--- config.mk ---
export PLATFORM = sky130hd
export DESIGN_NAME = green_led_fader_flat
export DESIGN_NICKNAME = d
export VERILOG_FILES = /design/src/rtl/green_led_pkg.sv /design/src/rtl/green_led_fader_if.sv /design/src/rtl/led_fade_channel.sv /design/src/rtl/green_led_fader.sv /design/src/flat_wrapper.sv
export SDC_FILE = /design/constraint.sdc
export NUM_CORES = 1
export LEC_CHECK = 0
export CAP_MARGIN = 20
export CELL_PAD_IN_SITES_DETAIL_PLACEMENT = 1
export CELL_PAD_IN_SITES_GLOBAL_PLACEMENT = 2
export CORE_MARGIN = 3
export CORE_UTILIZATION = 45
export DETAILED_ROUTE_END_ITERATION = 8
export DONT_BUFFER_PORTS = 1
export PLACE_DENSITY_LB_ADDON = 0.08
export SLEW_MARGIN = 5
export SYNTH_ARGS = -nofsm -noshare
export SYNTH_HDL_FRONTEND = slang
export SYNTH_HIERARCHICAL = 1
export SYNTH_SLANG_ARGS = --single-unit
--- constraint.sdc ---
create_clock -name clk -period 8.9 [get_ports clk]
set_clock_uncertainty 0.1 [all_clocks]
set_input_delay 0 -clock clk [delete_from_list [all_inputs] [get_ports clk]]
set_output_delay 0 -clock clk [all_outputs]
set_load 0.02 [all_outputs]
--- src/rtl/green_led_pkg.sv ---
// rtl/green_led_pkg.sv - shared constants and channel-state encoding for the green LED fader
package green_led_pkg;

    localparam int LEVEL_W   = 4;
    localparam int PWM_STEPS = 16;
    localparam logic [LEVEL_W-1:0] LEVEL_MAX = 4'd15;

    typedef enum logic [1:0] {
        CH_OFF    = 2'd0,
        CH_ON     = 2'd1,
        CH_FADING = 2'd2
    } ch_state_e;

endpackage

--- src/rtl/green_led_fader_if.sv ---
// rtl/green_led_fader_if.sv - pattern/enable inputs and PWM drive outputs of the fader
interface green_led_fader_if #(
    parameter int WIDTH = 9
);
    logic [WIDTH-1:0] led_in;
    logic             enable;
    logic [WIDTH-1:0] led_out;
    logic             period_strobe;

    modport master (
        output led_in,
        output enable,
        input  led_out,
        input  period_strobe
    );

    modport slave (
        input  led_in,
        input  enable,
        output led_out,
        output period_strobe
    );
endinterface

--- src/rtl/led_fade_channel.sv ---
// rtl/led_fade_channel.sv - one LED channel: on/fade state machine, level and PWM compare
module led_fade_channel
    import green_led_pkg::*;
(
    input  logic               clk,
    input  logic               reset_n,
    input  logic               boundary,
    input  logic               fade_step,
    input  logic               req,
    input  logic               enable,
    input  logic [LEVEL_W-1:0] phase,
    output logic               led
);

    localparam logic [1:0] S_OFF    = CH_OFF;
    localparam logic [1:0] S_ON     = CH_ON;
    localparam logic [1:0] S_FADING = CH_FADING;

    logic [1:0]         state;
    logic [LEVEL_W-1:0] level;

    always_ff @(posedge clk or negedge reset_n) begin
        if (!reset_n) begin
            state <= S_OFF;
            level <= '0;
            led   <= 1'b0;
        end else begin
            led <= enable && (level == LEVEL_MAX || phase < level);
            if (!enable) begin
                state <= S_OFF;
                level <= '0;
            end else begin
                case (state)
                    S_OFF: begin
                        if (boundary && req) begin
                            state <= S_ON;
                            level <= LEVEL_MAX;
                        end
                    end
                    S_ON: begin
                        // Fading starts at full level; the first decrement waits for the next fade_step.
                        if (boundary && !req) begin
                            state <= S_FADING;
                            level <= LEVEL_MAX;
                        end
                    end
                    S_FADING: begin
                        if (boundary && req) begin
                            state <= S_ON;
                            level <= LEVEL_MAX;
                        end else if (fade_step) begin
                            level <= level - 1'b1;
                            if (level == 4'd1) begin
                                state <= S_OFF;
                            end
                        end
                    end
                    default: begin
                        state <= S_OFF;
                        level <= '0;
                    end
                endcase
            end
        end
    end

endmodule

--- src/rtl/green_led_fader.sv ---
// rtl/green_led_fader.sv - PWM fade driver for the green LED PIO pattern
module green_led_fader
    import green_led_pkg::*;
#(
    parameter int WIDTH        = 9,
    parameter int PRESCALE     = 3125,
    parameter int FADE_PERIODS = 16
) (
    input  logic              clk,
    input  logic              reset_n,
    green_led_fader_if.slave  bus
);

    localparam int PRE_W  = (PRESCALE > 1) ? $clog2(PRESCALE) : 1;
    localparam int FADE_W = (FADE_PERIODS > 1) ? $clog2(FADE_PERIODS) : 1;
    localparam logic [PRE_W-1:0]   PRE_LAST  = PRE_W'(PRESCALE - 1);
    localparam logic [FADE_W-1:0]  FADE_LAST = FADE_W'(FADE_PERIODS - 1);
    localparam logic [LEVEL_W-1:0] PHASE_LAST = LEVEL_W'(PWM_STEPS - 1);

    logic [PRE_W-1:0]   pre_cnt;
    logic [LEVEL_W-1:0] phase;
    logic [FADE_W-1:0]  fade_cnt;
    logic [WIDTH-1:0]   seen;
    logic [WIDTH-1:0]   req;
    logic [WIDTH-1:0]   led_q;
    logic               tick;
    logic               boundary;
    logic               fade_step;
    logic               strobe_q;

    assign tick      = (pre_cnt == PRE_LAST);
    assign boundary  = tick && (phase == PHASE_LAST);
    assign fade_step = boundary && (fade_cnt == FADE_LAST);
    assign req       = seen | bus.led_in;

    // Timebase keeps running regardless of enable so re-enabled channels stay period-aligned.
    always_ff @(posedge clk or negedge reset_n) begin
        if (!reset_n) begin
            pre_cnt  <= '0;
            phase    <= '0;
            fade_cnt <= '0;
            strobe_q <= 1'b0;
        end else begin
            strobe_q <= boundary;
            if (tick) begin
                pre_cnt <= '0;
                phase   <= phase + 1'b1;
            end else begin
                pre_cnt <= pre_cnt + 1'b1;
            end
            if (boundary) begin
                fade_cnt <= (fade_cnt == FADE_LAST) ? '0 : fade_cnt + 1'b1;
            end
        end
    end

    // Sticky capture of any high cycle within the current period, restarted at each boundary.
    always_ff @(posedge clk or negedge reset_n) begin
        if (!reset_n) begin
            seen <= '0;
        end else if (!bus.enable) begin
            seen <= '0;
        end else if (boundary) begin
            seen <= bus.led_in;
        end else begin
            seen <= seen | bus.led_in;
        end
    end

    for (genvar i = 0; i < WIDTH; i++) begin : g_chan
        led_fade_channel u_chan (
            .clk       (clk),
            .reset_n   (reset_n),
            .boundary  (boundary),
            .fade_step (fade_step),
            .req       (req[i]),
            .enable    (bus.enable),
            .phase     (phase),
            .led       (led_q[i])
        );
    end

    assign bus.led_out       = led_q;
    assign bus.period_strobe = strobe_q;

endmodule
--- src/flat_wrapper.sv ---
// flat-port wrapper written by rule: the top's interface ports become plain ports
module green_led_fader_flat import green_led_pkg::*;
#(
    parameter int WIDTH        = 9,
    parameter int PRESCALE     = 3125,
    parameter int FADE_PERIODS = 16
)
  (clk, reset_n, bus_led_in, bus_enable, bus_led_out, bus_period_strobe);
  green_led_fader_if #(.WIDTH(WIDTH)) bus_i ();
  input  logic clk;
  input  logic reset_n;
  input wire logic [$bits(bus_i.led_in)-1:0] bus_led_in;
  input wire logic [$bits(bus_i.enable)-1:0] bus_enable;
  output wire logic [$bits(bus_i.led_out)-1:0] bus_led_out;
  output wire logic [$bits(bus_i.period_strobe)-1:0] bus_period_strobe;
  assign bus_i.led_in = bus_led_in;
  assign bus_i.enable = bus_enable;
  assign bus_led_out = bus_i.led_out;
  assign bus_period_strobe = bus_i.period_strobe;
  green_led_fader #(.WIDTH(WIDTH), .PRESCALE(PRESCALE), .FADE_PERIODS(FADE_PERIODS)) u_core (.clk(clk), .reset_n(reset_n), .bus(bus_i));
endmodule
==> results.sh <==
export IMPL_crit_type="reg2reg"
export IMPL_numCtsBuffers=9
export IMPL_drc=0
export IMPL_final_period_utilization_pct=34.2
export IMPL_fin_area_sq_um=6570
export IMPL_syn_inst=604
export IMPL_post_dp_hpwl_um=9750
export IMPL_ir_drop_mv=0.0889
export IMPL_final_hold_violation_count=0
export IMPL_leakage_nw=3.02
export IMPL_core_rowCount=41
export IMPL_drtPass1Iterations=6
export IMPL_syn_to_final_growth_pct=11.2
export IMPL_postCtsSetupRepairBufs=0
export IMPL_fp_dieH_um=121
export IMPL_cts_tree="built"
export IMPL_routed_wl_um=14500
export IMPL_place_congestion=0.804
export IMPL_ys_ff_latch=93
export IMPL_synth_compound_area_share_pct=25.1
export IMPL_grt_overflow=0
export IMPL_cp_slowest_stage_delay_ns=0.65
export IMPL_port_buffer_count=0
export IMPL_grt_max_degree=94
export IMPL_hp_class="in2reg"
export IMPL_start_util_pct=46.5
export IMPL_core_area_sq_um=12700
export IMPL_ctsRootBufferMaster="clkbuf_16"
export IMPL_r2r_slack_ns=5.86
export IMPL_clock_path_buffers=2
export IMPL_grt_pass1_vias=4930
export IMPL_r2r_start="u_core/phase[1]"
export IMPL_start_kind="register"
export IMPL_synth_top_family_by_area="compound AO/OA/AOI/OAI gates"
export IMPL_synth_simple_area_share_pct=14.2
export IMPL_htree_levels=3
export IMPL_syn_num_nets=674
export IMPL_clkSinkCount=93
export IMPL_finalCriticalPeriod_ns=3.04
export IMPL_netlist_area_sq_um=5910
export IMPL_reg2regPathDepth=8
export IMPL_tightestPinTransition_ns=0.905
export IMPL_status="completed"
export IMPL_cp_top_family="compound AO/OA/AOI/OAI gates"
export IMPL_r2r_end="u_core/g_chan[2].u_chan/level[3]"
export IMPL_syn_area_per_cell_sq_um=9.79
export IMPL_io_pin_count=22
export IMPL_setup_tns_ns=0
export IMPL_die_w_um=121
export IMPL_drive_gt1_share_pct=10.6
export IMPL_power_density_nw_per_um2=132
export IMPL_utilization_pct=51.7
export IMPL_grt_pass1_wl_um=24600
export IMPL_maxCapViolations=0
export IMPL_finalSetupViolCount=0
export IMPL_min_to="u_core/g_chan[7].u_chan/state[1]"
export IMPL_synth_seq_area_share_pct=39.4
export IMPL_clk_pin_slew_ns=0.07
export IMPL_drtAntennaViolNets=0
export IMPL_yosysWarnings=6
export IMPL_fmax_mhz=329
export IMPL_layout_setup_ws_ns=5.86
export IMPL_dpl_worst_slack_ns=5.86
export IMPL_antennaDiodeCount=0
export IMPL_drv_slew=0
export IMPL_grt_use_total_pct=21.2
export IMPL_crit_path_cell_trace="ha_1, nand3_1, nor4_4, buf_4, nand3b_1, o32ai_2, a21oi_1, o2bb2ai_1"
export IMPL_dr_first_iter_drc_count=189
export IMPL_place_area_sq_um=6130
export IMPL_muxShareOfSynthArea_pct=1.71
export IMPL_wire_per_inst_um=17.9
export IMPL_dieArea_sq_um=14500
export IMPL_hold_depth=3
export IMPL_maxSlewHeadroom_pct=39.6
export IMPL_nets=700
export IMPL_crit_buf_inv=1
export IMPL_critPathArrivalTime_ns=3.21
export IMPL_cp_end_kind="register"
export IMPL_crit_fanout=59
export IMPL_vias_per_cell=5.74
export IMPL_cp_required_ns=9.07
export IMPL_rsz0062_at_grt="no"
export IMPL_crit_slowest_cell="dfrtp_1"
export IMPL_hold_slack_ns=0.0415
export IMPL_hp_start="bus_led_in[7]"
export IMPL_antenna_found_initial=0
export IMPL_synthAdderAreaFrac_pct=12.3
export IMPL_clk_latency_ns=0.35
export IMPL_synth_distinct_cells=41
export IMPL_yosys_area_share_xor_xnor_pct=3.41
export IMPL_vias=4633
==> area by class of cell <==
class                   count  area (sq um)
clock buffers              11           233
clock inverters             5          27.5
fillers                  1468          6150
inverters                  58           218
multi-input cells         451          3360
flip-flops and latches     93          2330
well taps                 172           215
repair buffers             17           193
==> report_power, final <==
part           switching, W   total, W  internal [W]  leakage, nW
combinational     0.0000445  0.0000715     0.0000270         1.66
clock              0.000166   0.000354      0.000188        0.129
sequential        0.0000111   0.000443      0.000432         1.23
total              0.000221   0.000868      0.000647         3.02
==> what timing repair did <==
item,in CTS,in global routing
endpoints found under the hold margin,165,0
hold buffers,15,0
gates resized for setup,0,0
==> sequential cells by signal, summed over array words and instances, names as in the netlist <==
register and cells:
u_core/g_chan.u_chan/led 9, u_core/g_chan.u_chan/level 36, u_core/seen 9, u_core/pre_cnt 12, u_core/phase 4, u_core/bus.period_strobe 1
u_core/g_chan.u_chan/state 18, u_core/fade_cnt 4
==> cell usage after synthesis (all sizes together) <==
cell type | n | area [sq um]
a22oi | 18 | 135
a211oi | 9 | 113
and4 | 1 | 8.76
dfrtp | 93 | 2330
xnor2 | 9 | 78.8
a31oi | 10 | 62.6
xor2 | 14 | 123
ha | 58 | 726
nand2 | 55 | 206
nor3 | 2 | 10.0
a21o | 9 | 67.6
nor2 | 29 | 109
or2 | 9 | 56.3
or4 | 1 | 11.3
nand4 | 3 | 18.8
and3 | 1 | 6.26
mux2i | 9 | 90.1
or4b | 1 | 13.8
o21a | 18 | 135
o21ai | 12 | 60.1
o22a | 18 | 158
mux2 | 1 | 11.3
or3b | 1 | 8.76
a21oi | 45 | 225
nand2b | 18 | 113
a22o | 18 | 158
o2bb2ai | 9 | 78.8
a21boi | 9 | 67.6
and2 | 1 | 6.26
nand3 | 24 | 120
buf | 2 | 16.3
nor4 | 2 | 18.8
nor2b | 10 | 62.6
inv | 58 | 218
a31o | 9 | 78.8
nand3b | 9 | 67.6
o32ai | 9 | 146
==> worst max path at each step <==
stage / from / endpoint / cells past startpoint
2_1_floorplan: u_core/pre_cnt[7] / u_core/g_chan[0].u_chan/level[0] / 6
3_3_place_gp: u_core/phase[1] / u_core/g_chan[7].u_chan/level[3] / 8
6_report: u_core/phase[1] / u_core/g_chan[2].u_chan/level[3] / 8
5_1_grt: u_core/phase[1] / u_core/g_chan[2].u_chan/level[3] / 8
3_5_place_dp: u_core/phase[1] / u_core/g_chan[2].u_chan/level[3] / 8
4_1_cts: u_core/phase[1] / u_core/g_chan[2].u_chan/level[3] / 8
==> through the flow <==
step	total power (W)	cells
4_1_cts	0.000883	807
5_1_grt	0.000910	807
2_1_floorplan	0.000491	604
6_report	0.000868	807
3_3_place_gp	0.000501	776
3_5_place_dp	0.000504	776
==> routing by layer <==
layer  routed length (um)  part of all wire, %  global-route usage (%)  vias up
met4                  191                  1.3                    6.59        0
met5                    0                    0                       0        -
met2                 7160                   50                    36.1       34
met1                 6850                   47                    28.0     2352
met3                  261                  1.8                    2.76       12
li1                     -                    -                       -     2235
==> layout by cell type, fill, tap and decap left out, types with 10 or more instances in the layout <==
master / count
nand3_1: 24
a22oi_1: 18
nor2_1: 29
o22a_1: 18
a21oi_1: 45
nand2b_1: 18
nor2b_1: 10
a31oi_1: 10
inv_1: 49
o21a_1: 18
nand2_1: 55
dfrtp_1: 93
xor2_1: 14
o21ai_1: 11
ha_1: 58
dlygate4sd3_1: 13
a22o_1: 18
==> worst register-to-register path, cell delays in order (launching register included) <==
cell and delay, ns:
dfrtp_1 0.65, ha_1 0.27, nand3_1 0.15, nor4_4 0.22
buf_4 0.65, nand3b_1 0.24, o32ai_2 0.37, a21oi_1 0.14
o2bb2ai_1 0.18
==> cell families (layout without fill, tap and decap cells) <==
logic type | count (synthesis) | in the layout
buf+inv | 60 | 91
simple gates | 167 | 167
mux | 10 | 10
fa+ha+maj | 58 | 58
compound gates | 193 | 193
xor+xnor | 23 | 23
flops | 93 | 93
Power figures use the tool's default switching activity.
